--- config.mk ---
export PLATFORM = sky130hd
export DESIGN_NAME = alu_arbiter
export DESIGN_NICKNAME = d
export VERILOG_FILES = /design/src/rtl/alu_arbiter.sv
export SDC_FILE = /design/constraint.sdc
export NUM_CORES = 1
export LEC_CHECK = 0
export BUFFER_PORTS_ARGS = -buffer_cell sky130_fd_sc_hd__buf_4
export CORE_AREA = 2 2 106 108
export CTS_BUF_LIST = sky130_fd_sc_hd__clkbuf_4
export CTS_CLUSTER_DIAMETER = 100
export DETAILED_ROUTE_END_ITERATION = 8
export DIE_AREA = 0 0 108 110
export GPL_ROUTABILITY_DRIVEN = 0
export PLACE_DENSITY = 0.82
export SKIP_CTS_REPAIR_TIMING = 1
export SYNTH_ARGS = -nofsm -noshare
export SYNTH_HDL_FRONTEND = slang
export SYNTH_SLANG_ARGS = --single-unit
--- constraint.sdc ---
create_clock -name clk -period 4.27 [get_ports clk]
set_clock_uncertainty 0.05 [all_clocks]
set_input_delay 0.854 -clock clk [delete_from_list [all_inputs] [get_ports clk]]
set_output_delay 0.854 -clock clk [all_outputs]
set_load 0.02 [all_outputs]
--- src/rtl/alu_arbiter.sv ---
// Round-robin front end that shares one external ALU between two requesters.
// Each accepted request drives the ALU for one cycle and is answered on its own response port.
module alu_arbiter #(
    parameter int DATA_WIDTH = 32,
    parameter int CTRL_WIDTH = 3
) (
    input  logic                    clk,
    input  logic                    rst,
    input  logic [1:0]              req_valid,
    output logic [1:0]              req_ready,
    input  logic [2*DATA_WIDTH-1:0] req_op1,
    input  logic [2*DATA_WIDTH-1:0] req_op2,
    input  logic [2*CTRL_WIDTH-1:0] req_ctrl,
    output logic [1:0]              rsp_valid,
    input  logic [1:0]              rsp_ready,
    output logic [DATA_WIDTH-1:0]   rsp_sum,
    output logic                    rsp_eq,
    output logic [DATA_WIDTH-1:0]   alu_op1,
    output logic [DATA_WIDTH-1:0]   alu_op2,
    output logic [CTRL_WIDTH-1:0]   alu_ctrl,
    input  logic [DATA_WIDTH-1:0]   alu_sum,
    input  logic                    alu_eq
);

    typedef enum logic [1:0] {
        S_IDLE,
        S_EXEC,
        S_RESP
    } state_t;

    state_t                r_state;
    logic                  r_ptr;
    logic                  r_grant;
    logic [1:0]            r_rsp_valid;
    logic [DATA_WIDTH-1:0] r_rsp_sum;
    logic                  r_rsp_eq;
    logic [DATA_WIDTH-1:0] r_alu_op1;
    logic [DATA_WIDTH-1:0] r_alu_op2;
    logic [CTRL_WIDTH-1:0] r_alu_ctrl;

    logic                  w_grant_vld;
    logic                  w_grant_idx;
    logic                  w_accept;
    logic [DATA_WIDTH-1:0] w_sel_op1;
    logic [DATA_WIDTH-1:0] w_sel_op2;
    logic [CTRL_WIDTH-1:0] w_sel_ctrl;

    // NOTE: every output of this block gets a default first, so no path leaves a latch.
    always_comb begin
        w_grant_vld = 1'b0;
        w_grant_idx = 1'b0;
        case (req_valid)
            2'b01: begin
                w_grant_vld = 1'b1;
                w_grant_idx = 1'b0;
            end
            2'b10: begin
                w_grant_vld = 1'b1;
                w_grant_idx = 1'b1;
            end
            2'b11: begin
                w_grant_vld = 1'b1;
                w_grant_idx = r_ptr;
            end
            default: ;
        endcase
    end

    // Accept only in IDLE, and never while reset is held so nothing is handshaken into a reset.
    assign w_accept  = (r_state == S_IDLE) && w_grant_vld && !rst;
    assign req_ready = w_accept ? (w_grant_idx ? 2'b10 : 2'b01) : 2'b00;

    assign w_sel_op1  = w_grant_idx ? req_op1[2*DATA_WIDTH-1:DATA_WIDTH] : req_op1[DATA_WIDTH-1:0];
    assign w_sel_op2  = w_grant_idx ? req_op2[2*DATA_WIDTH-1:DATA_WIDTH] : req_op2[DATA_WIDTH-1:0];
    assign w_sel_ctrl = w_grant_idx ? req_ctrl[2*CTRL_WIDTH-1:CTRL_WIDTH] : req_ctrl[CTRL_WIDTH-1:0];

    // NOTE: sequential state uses non-blocking assignments so all registers update together.
    always_ff @(posedge clk) begin
        if (rst) begin
            r_state     <= S_IDLE;
            r_ptr       <= 1'b0;
            r_grant     <= 1'b0;
            r_rsp_valid <= 2'b00;
            r_rsp_sum   <= '0;
            r_rsp_eq    <= 1'b0;
            r_alu_op1   <= '0;
            r_alu_op2   <= '0;
            r_alu_ctrl  <= '0;
        end else begin
            case (r_state)
                S_IDLE: begin
                    if (w_accept) begin
                        r_alu_op1  <= w_sel_op1;
                        r_alu_op2  <= w_sel_op2;
                        r_alu_ctrl <= w_sel_ctrl;
                        r_grant    <= w_grant_idx;
                        r_state    <= S_EXEC;
                    end
                end
                S_EXEC: begin
                    r_rsp_sum            <= alu_sum;
                    r_rsp_eq             <= alu_eq;
                    r_rsp_valid[r_grant] <= 1'b1;
                    r_state              <= S_RESP;
                end
                S_RESP: begin
                    // The served requester drops to low priority for the next contested grant.
                    if (rsp_ready[r_grant]) begin
                        r_rsp_valid <= 2'b00;
                        r_ptr       <= ~r_grant;
                        r_state     <= S_IDLE;
                    end
                end
                default: r_state <= S_IDLE;
            endcase
        end
    end

    assign rsp_valid = r_rsp_valid;
    assign rsp_sum   = r_rsp_sum;
    assign rsp_eq    = r_rsp_eq;
    assign alu_op1   = r_alu_op1;
    assign alu_op2   = r_alu_op2;
    assign alu_ctrl  = r_alu_ctrl;

endmodule

==> impl_metrics.csv, run 1 <==
group,metric,value,unit
run_status,status,"complete, no violations",
synth,synth.ff_latch_count,106,
detailed_routing,met1Wirelength,6.27,mm
final_layout,layout-drive-gt1-share,39.8,%
clocking,clock_tree.buffer_depth,2,
clocking,numCtsBuffers,9,
pwr,share_seq_of_total_power,48.6,%
synth,synth_instances,573,
detailed_routing,vias,5263,
hold_path,min_path_type,"reg -> reg",
detailed_routing,firstDrtPassIters,7,
critical_path,endpoint,"req_ready[0]",
synth,yosys-mux-area-fraction,0.232,%
pwr,power.internal,1.55,mW
synth,synth_fp_nets,746,
critical_path,critical_path_cell_by_cell,"buf_4 -> nor3_4 -> and2_2 -> o21a_1 -> buf_4",
synth,post_synth.cell_area_avg,8.46,um2
place,detailed_place_hpwl,11.0,mm
clocking,cts.sinks,106,
detailed_routing,vias_per_cell,5.59,
detailed_routing,drtIter0Drc,461,
critical_path,setup.worst_path.start_class,"primary input",
timing,final_min_period_over_clock_period,68.2,%
global_routing,wire_length_of_the_first_global_routing_pass,23.9,mm
timing,clock.fmax,344,MHz
timing,drv_slew,0,
clocking,clkSlewWorstSetupHoldPaths,0.15,ns
critical_path,critical_path_required,3.37,ns
global_routing,grt_usage,25.3,%
critical_path,endpoint_kind,"output port",
timing,rsz0062_at_grt,"no",
synth,synthSimpleGateAreaFrac,17.1,%
detailed_routing,met3_layer_wire_length_in_the_routed_design,1.23,mm
clocking,h_tree_depth,3,
floorplan,io_pins,277,
synth,synth-warning-count,0,
global_routing,total_gr_overflow,0,
floorplan,design.core.area,10700,um2
detailed_routing,wirelength,16.0,mm
timing,setup-tns-final,0,ns
detailed_routing,ant_nets,0,
critical_path,critical_path.reg2reg.startpoint,"r_state[1]",
critical_path,r2r_end,"alu_op1[0]",
final_layout,final_nets,969,
detailed_routing,highest_layer,"met4",
critical_path,cp-startpoint,"rst",
timing,layout_setup_ws,1.36,ns
timing,worst_pin_slew,1.22,ns
detailed_routing,route.detailed.drc,0,
floorplan,die_w,108,um
critical_path,r2r_setup_slack,1.91,ns
synth,synth_area_leader_cell,"sky130_fd_sc_hd__dfxtp_1",
detailed_routing,routed_wire_length_per_instance,17.0,um
synth,synth_fa_ha_area_share,0,%
synth,synth_largest_type_area_fraction,43.8,%
synth,synth_area_leaders,"sky130_fd_sc_hd__dfxtp_1 44%, sky130_fd_sc_hd__a21oi_1 11%, sky130_fd_sc_hd__nand3b_1 11%",
global_routing,grt_start_max_net_pins,105,
synth,synth_top_family_by_area,"compound AO/OA/AOI/OAI gates",
clocking,worstSkewPairLatency,0.45,ns
final_layout,area_growth_syn_to_layout,44.1,%
critical_path,timing.reg2reg.worst_path_depth,4,
floorplan,fp.dieArea,11900,um2
critical_path,crit_family,"simple AND/OR/NAND/NOR gates",
critical_path,cp_slowest_stage_delay,0.51,ns
timing,finalSetupViolCount,0,
final_layout,antenna_cells_inserted,0,
critical_path,critical_path.slowest_cell,"sky130_fd_sc_hd__nor3_4",
place,dp_slack,1.36,ns
place,port-buffer-count,276,
synth,area_of_the_mapped_netlist,4850,um2
critical_path,critical-path-top-cell-by-count,"sky130_fd_sc_hd__buf_4",
pwr,switching_share_of_power,33.4,%
critical_path,critPathMaxFanout,18,
pwr,switching_power,0.778,mW
final_layout,nFillCells,878,
pwr,power.share.clock,20.2,%
pwr,p_leak,2.86,nW
synth,synthXorXnorAreaFrac,0,%
detailed_routing,met2WireLength,7.92,mm
floorplan,floorplan.rows,38,
critical_path,worst-path-buf-inv,2,
synth,compound_gate_portion_of_the_synthesized_area,32.0,%
critical_path,critical_path_cell_count,5,
critical_path,setup.worst_path.class,"in -> out",
global_routing,antenna_found_initial,0,
critical_path,crit_path_arrival_time,2.01,ns
floorplan,die_h,110,um
timing,maxSlewHeadroom,18.2,%
synth,synth.yosys.seq_area_share,43.8,%
final_layout,final-seq-area,2120,um2
final_layout,multi_input_gate_area_in_the_final_layout,2410,um2
clocking,cts_tree,"yes",
synth,synth.distinct_cells,26,
pwr,power.density_cell_area,333,nW/um2
global_routing,vias_in_the_first_global_route,4939,
clocking,cts_root_buffer,"sky130_fd_sc_hd__clkbuf_4",
run,drv_cap,0,
pwr,pwr-share-comb,31.2,%
floorplan,initial_core_util,45.3,%
pwr,worst_case_vdd_ir_drop,174,uV
timing,number_of_hold_violations_in_the_final_report,0,
timing,finalWorstPathRequiredPeriod,2.91,ns
## layout by cell type (no fill, tap or decap), types with 2 or more instances in the layout
master	n
sky130_fd_sc_hd__nor2b_1	2
sky130_fd_sc_hd__inv_1	3
sky130_fd_sc_hd__o21a_1	2
sky130_fd_sc_hd__buf_4	285
sky130_fd_sc_hd__nand2_1	66
sky130_fd_sc_hd__nand2b_1	2
sky130_fd_sc_hd__clkinv_4	2
sky130_fd_sc_hd__nand3b_1	68
sky130_fd_sc_hd__clkbuf_4	11
sky130_fd_sc_hd__a311oi_2	10
sky130_fd_sc_hd__dfxtp_1	106
sky130_fd_sc_hd__o21ai_0	68
sky130_fd_sc_hd__a21oi_1	103
sky130_fd_sc_hd__a311oi_1	57
## area by class of cell
class,instances,area share (%)
clock buffer,11,1.18
sequential,106,30.4
clock inverter,5,0.556
tap,140,2.51
inverter,4,0.215
multi-input combinational,390,34.5
timing repair buffer,285,30.6
## per-layer routing
layer | track usage [%] | up-vias
met2 | 44.5 | 239
met3 | 5.17 | 39
met1 | 30.0 | 2438
li1 | - | 2547
met5 | 0 | -
met4 | 11.3 | 0
## cell usage after synthesis (all sizes together)
cell type and n:
a31oi 1, nor3 1, nor2 1, clkbuf 54, dfxtp 106, inv 4, o21bai 1, o21ai 69
a21oi 103, nand2 66, and2 1, nor2b 4, nand3b 68, buf 19, a21bo 1, nand2b 2
or2 1, o21a 2, mux2 1, a311oi 67, and3b 1
## metrics by stage
| step | cells | power, mW | utilization [%] | instance area, um2 | hold WS [ns] |
|---|---|---|---|---|---|
| after floorplan | 573 | 1.56 | - | 4850 | 0.417 |
| after global placement | 925 | 1.86 | 64.1 | 6860 | 0.392 |
| after detailed placement | 925 | 1.88 | 64.1 | 6860 | 0.398 |
| after CTS | 941 | 2.34 | 65.3 | 6980 | 0.417 |
| after global routing | 941 | 2.44 | 65.3 | 6980 | 0.437 |
| final | 941 | 2.33 | 65.3 | 6980 | 0.418 |
## power by group through the flow
stage / combinational [mW] / sequential (mW) / clock, mW
2_1_floorplan: 0.311 / 1.25 / 0
3_3_place_gp: 0.712 / 1.15 / 0
3_5_place_dp: 0.727 / 1.15 / 0
4_1_cts: 0.727 / 1.13 / 0.480
5_1_grt: 0.786 / 1.14 / 0.516
6_report: 0.726 / 1.13 / 0.470
## worst register-to-register path, cell delays in order, from the launching register on
cell and delay (ns):
sky130_fd_sc_hd__dfxtp_1 0.41, sky130_fd_sc_hd__nor3_4 0.60, sky130_fd_sc_hd__and2_2 0.27, sky130_fd_sc_hd__buf_4 0.62
sky130_fd_sc_hd__a311oi_1 0.26
## flip-flops by register name (all words and copies together), names as in the netlist
register	count
alu_op2	32
rsp_eq	1
r_ptr	1
alu_ctrl	3
rsp_sum	32
alu_op1	32
r_state	2
rsp_valid	2
r_grant	1
## worst min-delay path by stage
stage	slack, ns	to	cells after the start	from
after floorplan	0.42	r_ptr	2	r_ptr
after global placement	0.39	rsp_sum[12]	2	rsp_sum[12]
after detailed placement	0.40	rsp_sum[1]	2	rsp_sum[1]
after CTS	0.42	rsp_sum[1]	2	rsp_sum[1]
after global routing	0.44	rsp_sum[11]	2	rsp_sum[11]
final	0.42	rsp_sum[11]	2	rsp_sum[11]
## cells by family after synthesis
| family | after synthesis |
|---|---|
| simple gates | 145 |
| buf+inv | 77 |
| flops | 106 |
| mux | 1 |
| compound gates | 244 |
No activity file was read; power rests on OpenSTA's default activity.
==> run 2: changes to the inputs <==
--- a/config.mk
+++ b/config.mk
@@ -6,13 +6,13 @@
 export NUM_CORES = 1
 export LEC_CHECK = 0
 export BUFFER_PORTS_ARGS = -buffer_cell sky130_fd_sc_hd__buf_4
-export CORE_AREA = 2 2 106 108
+export CORE_MARGIN = 2
+export CORE_UTILIZATION = 46
 export CTS_BUF_LIST = sky130_fd_sc_hd__clkbuf_4
 export CTS_CLUSTER_DIAMETER = 100
 export DETAILED_ROUTE_END_ITERATION = 8
-export DIE_AREA = 0 0 108 110
 export GPL_ROUTABILITY_DRIVEN = 0
-export PLACE_DENSITY = 0.82
+export PLACE_DENSITY = 0.83
 export SKIP_CTS_REPAIR_TIMING = 1
 export SYNTH_ARGS = -nofsm -noshare
 export SYNTH_HDL_FRONTEND = slang
==> constraint.sdc (replaced) <==
create_clock -name clk -period 2.99 [get_ports clk]
set_clock_uncertainty 0.05 [all_clocks]
set_input_delay 0.598 -clock clk [delete_from_list [all_inputs] [get_ports clk]]
set_output_delay 0.598 -clock clk [all_outputs]
set_load 0.02 [all_outputs]
==> impl_metrics.csv, run 2 (same netlist as run 1, synthesis figures left out) <==
group,metric,value,unit
global_routing,total_gr_overflow,0,
detailed_routing,firstDrtPassIters,5,
place,dp_slack,0.627,ns
run,drv_cap,0,
timing,maxSlewHeadroom,25.2,%
timing,holdWs,0.343,ns
pwr,pwr-share-comb,31.5,%
floorplan,fp.dieArea,11400,um2
pwr,worst_case_vdd_ir_drop,219,uV
final_layout,antenna_cells_inserted,0,
timing,finalSetupViolCount,0,
floorplan,floorplan.rows,37,
detailed_routing,drtIter0Drc,425,
global_routing,wire_length_of_the_first_global_routing_pass,24.8,mm
clocking,numCtsBuffers,9,
final_layout,multi_input_gate_area_in_the_final_layout,2410,um2
global_routing,vias_in_the_first_global_route,5002,
place,placedCellCount,923,
floorplan,design.core.area,10300,um2
clocking,h_tree_depth,3,
final_layout,area_growth_syn_to_layout,44.1,%
timing,setup-tns-final,0,ns
floorplan,io_pins,277,
global_routing,grt_usage,26.9,%
clocking,cts.sinks,106,
final_layout,final_nets,971,
hold_path,min_path_type,"in -> reg",
detailed_routing,wirelength,15.9,mm
timing,finalWorstPathRequiredPeriod,2.39,ns
critical_path,setup.worst_path.start_class,"flip-flop",
floorplan,initial_core_util,47.2,%
global_routing,antenna_found_initial,0,
clocking,clock_tree.buffer_depth,2,
final_layout,layout-drive-gt1-share,40.0,%
detailed_routing,ant_nets,0,
detailed_routing,vias_per_cell,5.71,
clocking,worstSkewPairLatency,0.42,ns
place,detailed_place_hpwl,10.9,mm
detailed_routing,route.detailed.drc,0,
run_status,status,"complete, no violations",
critical_path,crit_path_arrival_time,1.74,ns
timing,number_of_hold_violations_in_the_final_report,0,
clocking,cts_tree,"yes",
pwr,power.internal,2.21,mW
critical_path,endpoint_kind,"output port",
timing,final_min_period_over_clock_period,79.8,%
floorplan,die_w,107,um
final_layout,final-seq-area,2120,um2
timing,drv_slew,0,
pwr,p_leak,2.87,nW
final_layout,layout_commonest_cell,"sky130_fd_sc_hd__buf_4",
critical_path,setup.worst_path.class,"reg -> out",
final_layout,layout_common_cells,"287 x sky130_fd_sc_hd__buf_4, 106 x sky130_fd_sc_hd__dfxtp_1, 103 x sky130_fd_sc_hd__a21oi_1",
critical_path,critical_path_required,2.34,ns
timing,clock.fmax,419,MHz
timing,rsz0062_at_grt,"no",
timing,layout_setup_ws,0.604,ns
pwr,power.density_cell_area,472,nW/um2
final_layout,nFillCells,861,
timing,worst_pin_slew,1.12,ns
detailed_routing,routed_wire_length_per_instance,16.9,um
critical_path,critPathMaxFanout,16,
clocking,clkSlewWorstSetupHoldPaths,0.15,ns
pwr,switching_power,1.08,mW
final_layout,final_cells,939,
place,port-buffer-count,276,
pwr,power.share.clock,19.4,%
global_routing,grt_start_max_net_pins,105,
clocking,cts_root_buffer,"sky130_fd_sc_hd__clkbuf_4",
floorplan,die_h,107,um
pwr,share_seq_of_total_power,49.0,%
detailed_routing,vias,5358,
pwr,switching_share_of_power,32.9,%
## run 2: cell types whose count changed in the layout (fill, tap and decap cells not counted)
cell	previous run	this run
sky130_fd_sc_hd__inv_6	1	0
sky130_fd_sc_hd__buf_4	285	287
sky130_fd_sc_hd__clkinv_4	2	1
sky130_fd_sc_hd__clkinv_2	1	3
## run 2: layout make-up
class                           count  share of cell area, %
Clock buffer                       11                   1.18
Clock inverter                      5                  0.448
Inverter                            4                  0.215
Multi-Input combinational cell    390                   34.5
Sequential cell                   106                   30.4
Tap cell                          136                   2.44
Timing Repair Buffer              287                   30.8
## run 2: worst max-delay path: stages (launching register included)
cell                      delay [ns]
sky130_fd_sc_hd__dfxtp_1        0.41
sky130_fd_sc_hd__nor3_4         0.23
sky130_fd_sc_hd__buf_4          0.25
sky130_fd_sc_hd__and2_2         0.18
sky130_fd_sc_hd__o21a_1         0.11
sky130_fd_sc_hd__buf_4          0.15
## run 2: worst paths after layout
check	end	slack, ns	cells after the start	from
hold / removal	rsp_sum[25]	0.34	3	alu_sum[25]
setup reg to reg	alu_op2[1]	0.87	5	r_state[1]
hold reg to reg	rsp_sum[13]	0.42	2	rsp_sum[13]
setup / recovery	req_ready[0]	0.60	5	r_state[1]
## run 2: metal layers
metal | share of wire (%) | GRT usage [%] | vias to the layer above
li1 | - | - | 2565
met1 | 38 | 32.3 | 2475
met2 | 50 | 45.9 | 277
met3 | 8.7 | 6.63 | 41
met4 | 3.2 | 11.0 | 0
met5 | 0 | 0 | -
## run 2: through the flow
stage	power (mW)	utilization, %	cell area, um2
detailed placement	2.69	66.8	6870
CTS	3.32	68.0	6980
floorplan	2.22	-	4850
global placement	2.65	66.8	6870
finish	3.29	68.0	6980
global route	3.48	68.0	6980
## run 2: power groups by stage
stage                     logic [mW]  clock network (mW)  registers (mW)
after floorplan                0.445                   0            1.78
after global placement          1.02                   0            1.64
after detailed placement        1.04                   0            1.64
after CTS                       1.04               0.660            1.61
after global routing            1.12               0.727            1.63
final                           1.04               0.640            1.62
